===== src/rtl/serial_adder_pkg.sv =====
// Shared types and limits for the bit-serial adder.
package serial_adder_pkg;
  localparam int unsigned WIDTH_MIN = 2;
  localparam int unsigned WIDTH_MAX = 64;

  typedef enum logic [1:0] {
    IDLE = 2'b00,
    RUN  = 2'b01,
    DONE = 2'b10
  } state_t;
endpackage


===== src/rtl/serial_adder_if.sv =====
// Request/result bundle of serial_adder; master drives operands, slave returns the result.
interface serial_adder_if #(
  parameter int unsigned WIDTH = 8
);
  logic             start;
  logic [WIDTH-1:0] a;
  logic [WIDTH-1:0] b;
  logic             cin;
  logic             sub;
  logic             busy;
  logic             done;
  logic [WIDTH-1:0] sum;
  logic             cout;
  logic             ovf;

  modport master (output start, a, b, cin, sub, input busy, done, sum, cout, ovf);
  modport slave  (input start, a, b, cin, sub, output busy, done, sum, cout, ovf);
endinterface


===== src/rtl/serial_adder_fa_cell.sv =====
// Combinational 1-bit full adder used as the serial adder's datapath cell.
module fa_cell (
  input  logic a,
  input  logic b,
  input  logic ci,
  output logic s,
  output logic co
);
  assign s  = a ^ b ^ ci;
  assign co = (a & b) | (a & ci) | (b & ci);
endmodule


===== src/rtl/serial_adder.sv =====
// Bit-serial WIDTH-bit adder, one bit per clock LSB-first, one-cycle done pulse.
// Define SERIAL_ADDER_SUB_EN to honour the sub input (a - b - cin).
module serial_adder
  import serial_adder_pkg::*;
#(
  parameter int unsigned WIDTH = 8
) (
  input logic          clk,
  input logic          rst_n,
  serial_adder_if.slave bus
);
  localparam int unsigned CW = $clog2(WIDTH);

  state_t           st, st_nx;
  logic [WIDTH-1:0] a_sh, b_sh;
  logic [WIDTH-2:0] wk, wk_nx;
  logic [CW-1:0]    cnt;
  logic             carry;
  logic             s_bit, c_bit;
  logic             accept, last;
  logic [WIDTH-1:0] b_in;
  logic             c_in;

`ifdef SERIAL_ADDER_SUB_EN
  assign b_in = bus.sub ? ~bus.b : bus.b;
  assign c_in = bus.sub ? ~bus.cin : bus.cin;
`else
  assign b_in = bus.b;
  assign c_in = bus.cin;
`endif

  fa_cell u_fa (
    .a  (a_sh[0]),
    .b  (b_sh[0]),
    .ci (carry),
    .s  (s_bit),
    .co (c_bit)
  );

  assign accept = (st != RUN) && bus.start;
  assign last   = (cnt == CW'(WIDTH - 1));

  always_comb begin
    st_nx    = st;
    bus.busy = 1'b0;
    bus.done = 1'b0;
    case (st)
      IDLE: if (bus.start) st_nx = RUN;
      RUN: begin
        bus.busy = 1'b1;
        if (last) st_nx = DONE;
      end
      DONE: begin
        bus.done = 1'b1;
        st_nx    = bus.start ? RUN : IDLE;
      end
      default: st_nx = IDLE;
    endcase
  end

  // Sum bits enter at the top of wk; after WIDTH-1 shifts bit 0 sits at wk[0]
  // and the MSB comes straight from the cell on the final edge.
  always_comb begin
    wk_nx          = wk >> 1;
    wk_nx[WIDTH-2] = s_bit;
  end

  always_ff @(posedge clk or negedge rst_n) begin
    if (!rst_n) st <= IDLE;
    else        st <= st_nx;
  end

  always_ff @(posedge clk or negedge rst_n) begin
    if (!rst_n) begin
      a_sh     <= '0;
      b_sh     <= '0;
      wk       <= '0;
      cnt      <= '0;
      carry    <= 1'b0;
      bus.sum  <= '0;
      bus.cout <= 1'b0;
      bus.ovf  <= 1'b0;
    end else if (accept) begin
      a_sh  <= bus.a;
      b_sh  <= b_in;
      carry <= c_in;
      wk    <= '0;
      cnt   <= '0;
    end else if (st == RUN) begin
      a_sh  <= a_sh >> 1;
      b_sh  <= b_sh >> 1;
      carry <= c_bit;
      wk    <= wk_nx;
      if (last) begin
        cnt      <= '0;
        bus.sum  <= {s_bit, wk};
        bus.cout <= c_bit;
        bus.ovf  <= carry ^ c_bit;
      end else begin
        cnt <= cnt + 1'b1;
      end
    end
  end
endmodule


===== src/flat_wrapper.sv =====
// flat-port wrapper written by rule: the top's interface ports become plain ports
module serial_adder_flat import serial_adder_pkg::*;
#(
  parameter int unsigned WIDTH = 8
)
  (clk, rst_n, bus_start, bus_a, bus_b, bus_cin, bus_sub, bus_busy, bus_done, bus_sum, bus_cout, bus_ovf);
  serial_adder_if #(.WIDTH(WIDTH)) bus_i ();
  input logic clk;
  input logic rst_n;
  input wire logic [$bits(bus_i.start)-1:0] bus_start;
  input wire logic [$bits(bus_i.a)-1:0] bus_a;
  input wire logic [$bits(bus_i.b)-1:0] bus_b;
  input wire logic [$bits(bus_i.cin)-1:0] bus_cin;
  input wire logic [$bits(bus_i.sub)-1:0] bus_sub;
  output wire logic [$bits(bus_i.busy)-1:0] bus_busy;
  output wire logic [$bits(bus_i.done)-1:0] bus_done;
  output wire logic [$bits(bus_i.sum)-1:0] bus_sum;
  output wire logic [$bits(bus_i.cout)-1:0] bus_cout;
  output wire logic [$bits(bus_i.ovf)-1:0] bus_ovf;
  assign bus_i.start = bus_start;
  assign bus_i.a = bus_a;
  assign bus_i.b = bus_b;
  assign bus_i.cin = bus_cin;
  assign bus_i.sub = bus_sub;
  assign bus_busy = bus_i.busy;
  assign bus_done = bus_i.done;
  assign bus_sum = bus_i.sum;
  assign bus_cout = bus_i.cout;
  assign bus_ovf = bus_i.ovf;
  serial_adder #(.WIDTH(WIDTH)) u_core (.clk(clk), .rst_n(rst_n), .bus(bus_i));
endmodule

===== config.mk =====
export PLATFORM = sky130hd
export DESIGN_NAME = serial_adder_flat
export DESIGN_NICKNAME = d
export VERILOG_FILES = /design/src/rtl/serial_adder_pkg.sv /design/src/rtl/serial_adder_if.sv /design/src/rtl/serial_adder_fa_cell.sv /design/src/rtl/serial_adder.sv /design/src/flat_wrapper.sv
export SDC_FILE = /design/constraint.sdc
export NUM_CORES = 1
export LEC_CHECK = 0
export ABC_AREA = 0
export CAP_MARGIN = 20
export CORE_MARGIN = 2
export CORE_UTILIZATION = 30
export DETAILED_ROUTE_END_ITERATION = 12
export PLACE_DENSITY = 0.61
export SYNTH_ARGS = -nofsm -noshare
export SYNTH_HDL_FRONTEND = slang
export SYNTH_HIERARCHICAL = 1
export SYNTH_SLANG_ARGS = --single-unit

===== constraint.sdc =====
create_clock -name clk -period 2.5 [get_ports clk]
set_input_delay 0.5 -clock clk [delete_from_list [all_inputs] [get_ports clk]]
set_output_delay 0.5 -clock clk [all_outputs]
set_load 0.05 [all_outputs]

# Word level (Yosys, flattened, before mapping)
# Index checks and enable logic that the tools add are counted.
# word_totals
register_bits,39
latchBits,0
ramBits,0
mem_bits_ro,0
elab_cells,47
n_memories,0
# op_classes
n_addsub,1
mul,0
div,0
n_lt_le_gt_ge,0
eq_ne,6
shifts,0
n_mux,17
bitwise_logic,9
n_reduce_logical,5
# op_table
cell,count
$mux W8,4
$mux W7,2
$mux W3,3
$pmux W2 S3,1
$mux W1,5
$mux W2,2
$ne A2 B1 Y1 const B,2
$add A3 B1 Y3 const B,1
$and A1 B1 Y1,3
$eq A3 B3 Y1 const B,1
$reduce_and A3 Y1,1
$xor A1 B1 Y1,3
$eq A2 B1 Y1 const B,1
$eq A2 B2 Y1 const B,1
$logic_not A2 Y1,1
$ne A2 B2 Y1 const B,1
$or A1 B1 Y1,2
$reduce_and A2 Y1,1
$reduce_bool A2 Y1,1
$logic_and A1 B1 Y1,1
$not A1 Y1,1

# Longest topological paths before layout
# Gate-level depths: netlist of run 1.
# logic_depth
word_depth,5
ltp_mapped,5

# Cells and area by module
# Netlist of run 1, hierarchy kept.
# modules_own_cells
module,instances,cells_each,area_each_um2,seq_area_each_um2
serial_adder,1,120,1831.8,975.9
fa_cell,1,1,20.0,0.0

# Worst setup path after synthesis of run 1
# No wires, ideal clock.
# synth_timing
path_kind,register to output
from,register u_core.st[1]
to,output port bus_busy
arrival_time_ns,1.140
path_slack_ns,0.860
stages_incl_launch_ff,5
path_cell_list,dfrtp_1 > nand2b_1 > buf_4 > buf_6 > inv_1
# synth_between
elab_chain_cells,2
# synth_rtl
item,line,text
from (decl),serial_adder.sv:14,"state_t st, st_nx;"
from (signal assigned),serial_adder.sv:70,else st <= st_nx;
$eq A2 B1 Y1,serial_adder.sv:47,case (st)
$mux W1,serial_adder.sv:47,
to (decl),flat_wrapper.sv:15,output wire logic [$bits(bus_i.busy)-1:0] bus_busy;
# No other way between the ends.

# Final worst setup path of run 1
# layout_timing
from,register u_core.st[0]
to,output port bus_done
# layout_between
elab_chain_cells,2
# layout_rtl
item,line,text
$eq A2 B2 Y1,serial_adder.sv:47,
$mux W1,serial_adder.sv:47,
to (decl),flat_wrapper.sv:16,output wire logic [$bits(bus_i.done)-1:0] bus_done;
# No other way between the ends.

==> run summary, run 1 <==
## Min path
- input pin to asynchronous set/reset pin — HP Class

## Clocking
- 5 — number of buffers inserted during clock tree synthesis
- done — clock tree from TritonCTS
- sky130_fd_sc_hd__clkbuf_8 — cell at the root of the clock tree
- 0 — hold-fix buffers at CTS
- 0.29 ns — clock network latency to the later pin of the worst-skew pair
- 2 — number of H-tree branching levels
- 39 — clock sinks
- 0 — # resized after CTS
- 0.07 ns — clock transition at the registers of the reported paths
- 2 — Clock Path Buffers
- 0 — setup bufs post-CTS

## Routing
- 3 — first drt pass iteration count
- 4.52 — vias per cell
- 0 — DRC errors left
- 1044 — total number of vias
- 0 — antenna viol nets, final
- 3.25 mm — DRT Wirelength
- 14.1 µm — average routed wire per standard cell
- 45 — first-iteration detailed-routing DRC count

## Synth
- multiplexers — main combinational cell family by area after synthesis
- 1850 µm² — synthesized area
- 0.473% — Post-Synth XOR/XNOR Area
- 2.43% — Adder-Cell Fraction of Synth Area
- 6 — number of synthesis warnings
- 39 — number of synthesized register bits
- 145 — syn nets
- 0.811% — compound-gate portion of the synthesized area
- 5.00% — simple-gate area share of the yosys netlist
- 19 — Distinct cells, synth
- 52.7% — register area share after synthesis
- 15.3 µm² — mean area per synthesized cell
- 34.1% — mux cell area share after synthesis
- 121 — number of instances in the synthesized netlist

## Cells and area
- 23.9% — post-synthesis to final-layout area growth
- sky130_fd_sc_hd__dfrtp_1 (39), sky130_fd_sc_hd__mux2_2 (33), sky130_fd_sc_hd__clkdlybuf4s50_1 (29) — leading cell types in the layout, fill and taps excluded
- sky130_fd_sc_hd__dfrtp_1 — most common cell after layout, fill and taps aside
- 584 — count of filler cells inserted in the layout
- 39.1% — share of post-route cells with drive strength above 1
- 2290 µm² — fin area
- 179 — final net count
- 0 — final antenna diode count

## Floorplan
- 82.6 µm — Die Wd
- 28 — total number of placement rows
- 33 — number of placed I/O pins
- 82.6 µm — die outline height
- 6820 µm² — Die Footprint
- 5960 µm² — Floorplan Core Area
- 31.1% — Initial Utilization

## Setup path
- flip-flop — Setup crit start kind
- flip-flop to output port — CP Class
- nor2b_1 -> clkdlybuf4s50_1 — Cell Chain, Critical Path
- 0.82 ns — max incr delay on CP
- 2.00 ns — data required time at the worst endpoint
- 1.67 ns — data arrival time of the worst path
- output port — element type at the critical path end
- 1 — Buf+Inv Stages, Crit Path
- 5 — Max FO, Critical Path
- buffers and inverters — critical path's top delay family
- sky130_fd_sc_hd__clkdlybuf4s50_1 — Critical Path Slowest Stage Cell

## Run status
- complete, no violations — run status

## Global routing
- 0 — initial antenna violation count
- 0 — remaining global-route overflow
- 5.58 mm — global-route wire length before repair
- 1156 — via count of the first global-routing pass
- 40 — maximum number of pins on one net before global-route repair
- 11.1% — gr usage total

## STA
- no — unrepaired setup endpoints after global routing
- 0.854 ns — transition time at the pin with the least slew margin
- 0 — number of pins exceeding their max-slew limit in the final report
- 86.7% — ratio of final minimum period to clock period
- 0 — count of final hold-check violations
- 461 MHz — Fmax
- 0.00709 ns — final clock skew
- 0 ns — total negative setup slack
- 2.17 ns — minimum clock period
- 0 — setup violators final
- 43.1% — Slew Limit Headroom

## Place
- 31 — total of buffers placed on input and output ports
- 2.23 mm — DP Wirelength
- 2210 µm² — placed cell area
- 0.673 — last weighted congestion value of the routability-driven placer

## Power and ir drop
- 1190 nW/µm² — power per cell area
- 1.06 nW — static leakage
- 0.501 mV — worst-case vdd ir drop

## Run
- 0 — max-capacitance violation count

## per-layer routing
layer / vias to the layer above / part of all wire [%] / global-route usage (%)
met2: 24 / 49 / 17.8
met1: 525 / 45 / 13.9
met5: - / 0 / 0
met4: 0 / 2.2 / 5.41
li1: 488 / - / -
met3: 7 / 4.5 / 2.83
## power breakdown
| part | switching, W | internal [W] |
|---|---|---|
| combinational | 0.000598 | 0.000678 |
| sequential | 0.000160 | 0.000901 |
| clock | 0.000205 | 0.000196 |
## final cells by class
| type | instances | area [µm²] | area share [%] |
|---|---|---|---|
| Sequential cell | 39 | 976 | 42.6 |
| Clock buffer | 7 | 76.3 | 3.33 |
| Clock inverter | 1 | 5.00 | 0.218 |
| Multi-Input combinational cell | 72 | 793 | 34.6 |
| Timing Repair Buffer | 34 | 338 | 14.7 |
| Tap cell | 75 | 93.8 | 4.09 |
| Inverter | 3 | 11.3 | 0.491 |
## worst paths after layout
check / startpoint / to / slack, ns / cells after the start
max: u_core/st[0]$_DFFE_PN0P_ / bus_done / 0.33 / 2
min: rst_n / u_core/bus.sum[5]$_DFFE_PN0P_ / 0.32 / 1
max reg2reg: u_core/cnt[0]$_DFFE_PN0P_ / u_core/bus.cout$_DFFE_PN0P_ / 0.72 / 4
min reg2reg: u_core/b_sh[5]$_DFFE_PN0P_ / u_core/b_sh[4]$_DFFE_PN0P_ / 0.51 / 1
max in group asynchronous: rst_n / u_core/bus.sum[7]$_DFFE_PN0P_ / 1.65 / 1
min in group clk: u_core/b_sh[5]$_DFFE_PN0P_ / u_core/b_sh[4]$_DFFE_PN0P_ / 0.51 / 1
## worst reg2reg max path, delay by kind of cell, from the launching register on
| family | cells | cell delay, ns |
|---|---|---|
| adder cells (fa/ha/maj) | 2 | 0.42 |
| flip-flops | 1 | 0.41 |
| multiplexers | 1 | 0.40 |
| AND/OR/NAND/NOR | 1 | 0.44 |
## logic make-up (layout without fill, tap and decap cells)
| group | count (synthesis) | count (layout) |
|---|---|---|
| compound gates | 2 | 2 |
| xor+xnor | 1 | 1 |
| fa+ha+maj | 3 | 3 |
| buf+inv | 10 | 45 |
| flops | 39 | 39 |
| mux | 51 | 51 |
| simple gates | 15 | 15 |
## Yosys cell counts (all sizes together)
library cell,count,share of area [%]
mux2,49,33
dfrtp,39,53
nor2b,10,3.4
buf,7,3.9
inv,3,0.61
ha,2,1.4
mux2i,2,1.1
nor2,2,0.41
a31o,1,0.47
fa,1,1.1
nand2b,1,0.34
nand3b,1,0.41
nor4b,1,0.47
o22ai,1,0.34
xor2,1,0.47
## sequential cells by signal, summed over array words and instances (netlist names)
| signal | flops |
|---|---|
| u_core/a_sh | 8 |
| u_core/b_sh | 8 |
| u_core/bus.sum | 8 |
| u_core/wk | 7 |
| u_core/cnt | 3 |
| u_core/st | 2 |
| u_core/bus.cout | 1 |
| u_core/bus.ovf | 1 |
| u_core/carry | 1 |
## stage by stage
step / hold slack [ns] / power, W / instances / util (%) / setup WS, ns
3_5_place_dp: 0.492 / 0.00237 / 223 / 37.1 / 0.532
4_1_cts: 0.349 / 0.00278 / 231 / 38.5 / 0.284
2_1_floorplan: 0.204 / 0.00204 / 121 / - / 0.860
3_3_place_gp: 0.485 / 0.00231 / 223 / 37.1 / 0.553
6_report: 0.318 / 0.00274 / 231 / 38.5 / 0.333
5_1_grt: 0.392 / 0.00293 / 231 / 38.5 / 0.220
(Power assumes the default switching activity.)
==> run 2, diff against run 1 <==
Settings changed: CORE_MARGIN 2 to 1.
==> run summary, run 2 (synthesis gave the netlist of run 1 again) <==
## Run status
- complete, no violations — run status

## Clocking
- 2 — Clock Path Buffers, unchanged
- 0 — setup bufs post-CTS, unchanged
- 0 — # resized after CTS, unchanged
- 0.29 ns — clock network latency to the later pin of the worst-skew pair, about the same
- 2 — number of H-tree branching levels, unchanged
- 5 — number of buffers inserted during clock tree synthesis, unchanged
- 0.08 ns — clock transition at the registers of the reported paths, about the same
- sky130_fd_sc_hd__clkbuf_8 — cell at the root of the clock tree
- done — clock tree from TritonCTS
- 39 — clock sinks, unchanged
- 0 — hold-fix buffers at CTS, unchanged

## STA
- 0 — setup violators final, unchanged
- 2.15 ns — minimum clock period, -0.0157 ns
- 0.00954 ns — final clock skew, +0.00245 ns
- 0.315 ns — final worst hold slack, -0.00237 ns
- 0 ns — total negative setup slack, unchanged
- 0.348 ns — final setup margin, +0.0157 ns
- 0.858 ns — transition time at the pin with the least slew margin, +0.00379 ns
- 0 — number of pins exceeding their max-slew limit in the final report, unchanged
- no — unrepaired setup endpoints after global routing
- 465 MHz — Fmax, +0.73%
- 42.8% — Slew Limit Headroom, -0.25 points
- 0 — count of final hold-check violations, unchanged
- 86.1% — ratio of final minimum period to clock period, -0.63 points

## Floorplan
- 5920 µm² — Floorplan Core Area, -0.59%
- 80.6 µm — die outline height, -2.4%
- 33 — number of placed I/O pins, unchanged
- 31.3% — Initial Utilization, +0.18 points
- 6490 µm² — Die Footprint, -4.8%
- 80.6 µm — Die Wd, -2.4%
- 28 — total number of placement rows, unchanged

## Setup path
- nor2b_1 -> clkdlybuf4s50_1 — Cell Chain, Critical Path
- 5 — Max FO, Critical Path, unchanged
- u_core/cnt[0]$_DFFE_PN0P_ — beginning of the worst register-to-register path
- buffers and inverters — critical path's top delay family
- output port — element type at the critical path end
- 1 — Buf+Inv Stages, Crit Path, unchanged
- flip-flop — Setup crit start kind
- u_core/st[0]$_DFFE_PN0P_ — Setup crit start
- 0.82 ns — max incr delay on CP, about the same
- 2.00 ns — data required time at the worst endpoint, about the same
- flip-flop to output port — CP Class
- sky130_fd_sc_hd__clkdlybuf4s50_1 — Critical Path Slowest Stage Cell
- 1.65 ns — data arrival time of the worst path, -0.02 ns

## Global routing
- met2 — global routing's busiest layer
- 11.5% — gr usage total, +0.39 points
- 5.62 mm — global-route wire length before repair, +0.61%
- 0 — initial antenna violation count, unchanged
- 1197 — via count of the first global-routing pass, +3.5%
- 18.8% — GR met2 Demand/Resource, +0.99 points
- 0 — remaining global-route overflow, unchanged
- 3.18% — M3 GR Usage, +0.36 points
- 13.6% — routing usage on met1, -0.30 points
- 40 — maximum number of pins on one net before global-route repair, unchanged

## Min path
- input pin to asynchronous set/reset pin — HP Class

## Place
- 2.20 mm — DP Wirelength, -1.5%
- 31 — total of buffers placed on input and output ports, unchanged
- 0.693 — last weighted congestion value of the routability-driven placer, +2.9%
- 0.470 ns — worst setup timing slack at the placement stage, -0.0612 ns

## Run
- 0 — max-capacitance violation count, unchanged

## Power and ir drop
- 1200 nW/µm² — power per cell area, +0.28%
- 0.517 mV — worst-case vdd ir drop, +3.4%
- 0.00274 W — Power, Total, +0.23%
- 1.06 nW — static leakage, about the same

## Routing
- 3 — first drt pass iteration count, unchanged
- 4.47 — vias per cell, -1.0%
- 32 — first-iteration detailed-routing DRC count, -29%
- 0 — DRC errors left, unchanged
- 0 — antenna viol nets, final, unchanged
- 1038 — total number of vias, -0.57%
- 13.6 µm — average routed wire per standard cell, -3.1%
- 3.16 mm — DRT Wirelength, -2.7%

## Cells and area
- 23.8% — post-synthesis to final-layout area growth, about the same
- u_core/a_sh: 8 flops, u_core/b_sh: 8 flops, u_core/bus.sum: 8 flops — registers with the most flip-flops
- 180 — final net count, +0.56%
- 40.1% — share of post-route cells with drive strength above 1, +1.0 points
- sky130_fd_sc_hd__dfrtp_1 — most common cell after layout, fill and taps aside
- 0 — final antenna diode count, unchanged
- sky130_fd_sc_hd__dfrtp_1 (39), sky130_fd_sc_hd__mux2_2 (33), sky130_fd_sc_hd__clkdlybuf4s50_1 (29) — leading cell types in the layout, fill and taps excluded
- 568 — count of filler cells inserted in the layout, -2.7%
- 38.7% — fin util, +0.21 points

run 2: changes by cell type in the layout (fill, tap and decap cells not counted), sizes merged:
cell	delta
buf	+1
clkbuf	-1
clkinvlp	+1
run 2: final cells by class:
class	count	area, µm²	area share [%]
Inverter	3	11.3	0.491
Multi-Input combinational cell	72	793	34.6
Timing Repair Buffer	35	333	14.5
Tap cell	75	93.8	4.09
Sequential cell	39	976	42.6
Clock inverter	2	12.5	0.546
Clock buffer	6	72.6	3.17
run 2: final timing paths:
kind | to | slack (ns) | cells past startpoint
setup reg to reg | u_core/bus.cout$_DFFE_PN0P_ | 0.69 | 4
setup / recovery | bus_done | 0.35 | 2
hold / removal | u_core/bus.sum[3]$_DFFE_PN0P_ | 0.32 | 1
min in group clk | u_core/b_sh[3]$_DFFE_PN0P_ | 0.51 | 1
hold reg to reg | u_core/b_sh[3]$_DFFE_PN0P_ | 0.51 | 1
max in group asynchronous | u_core/bus.ovf$_DFFE_PN0P_ | 1.63 | 1
run 2: worst reg2reg max path, stage by stage (launching register included):
cell and delay, ns:
sky130_fd_sc_hd__dfrtp_1 0.41, sky130_fd_sc_hd__ha_1 0.21, sky130_fd_sc_hd__ha_1 0.21, sky130_fd_sc_hd__nand3b_1 0.46, sky130_fd_sc_hd__mux2_2 0.40
run 2: per-stage QoR:
step / area, µm² / instances
3_5_place_dp: 2210 / 224
2_1_floorplan: 1850 / 121
3_3_place_gp: 2210 / 224
6_report: 2290 / 232
4_1_cts: 2290 / 232
5_1_grt: 2290 / 232
run 2: metal layers:
metal,vias to the layer above,wire [µm]
met5,-,0
met4,0,68
met3,5,143
met2,22,1520
met1,518,1430
li1,493,-
run 2: report_power, final:
part	switching (W)	internal, W
clock network	0.000213	0.000195
logic	0.000599	0.000677
registers	0.000158	0.000901
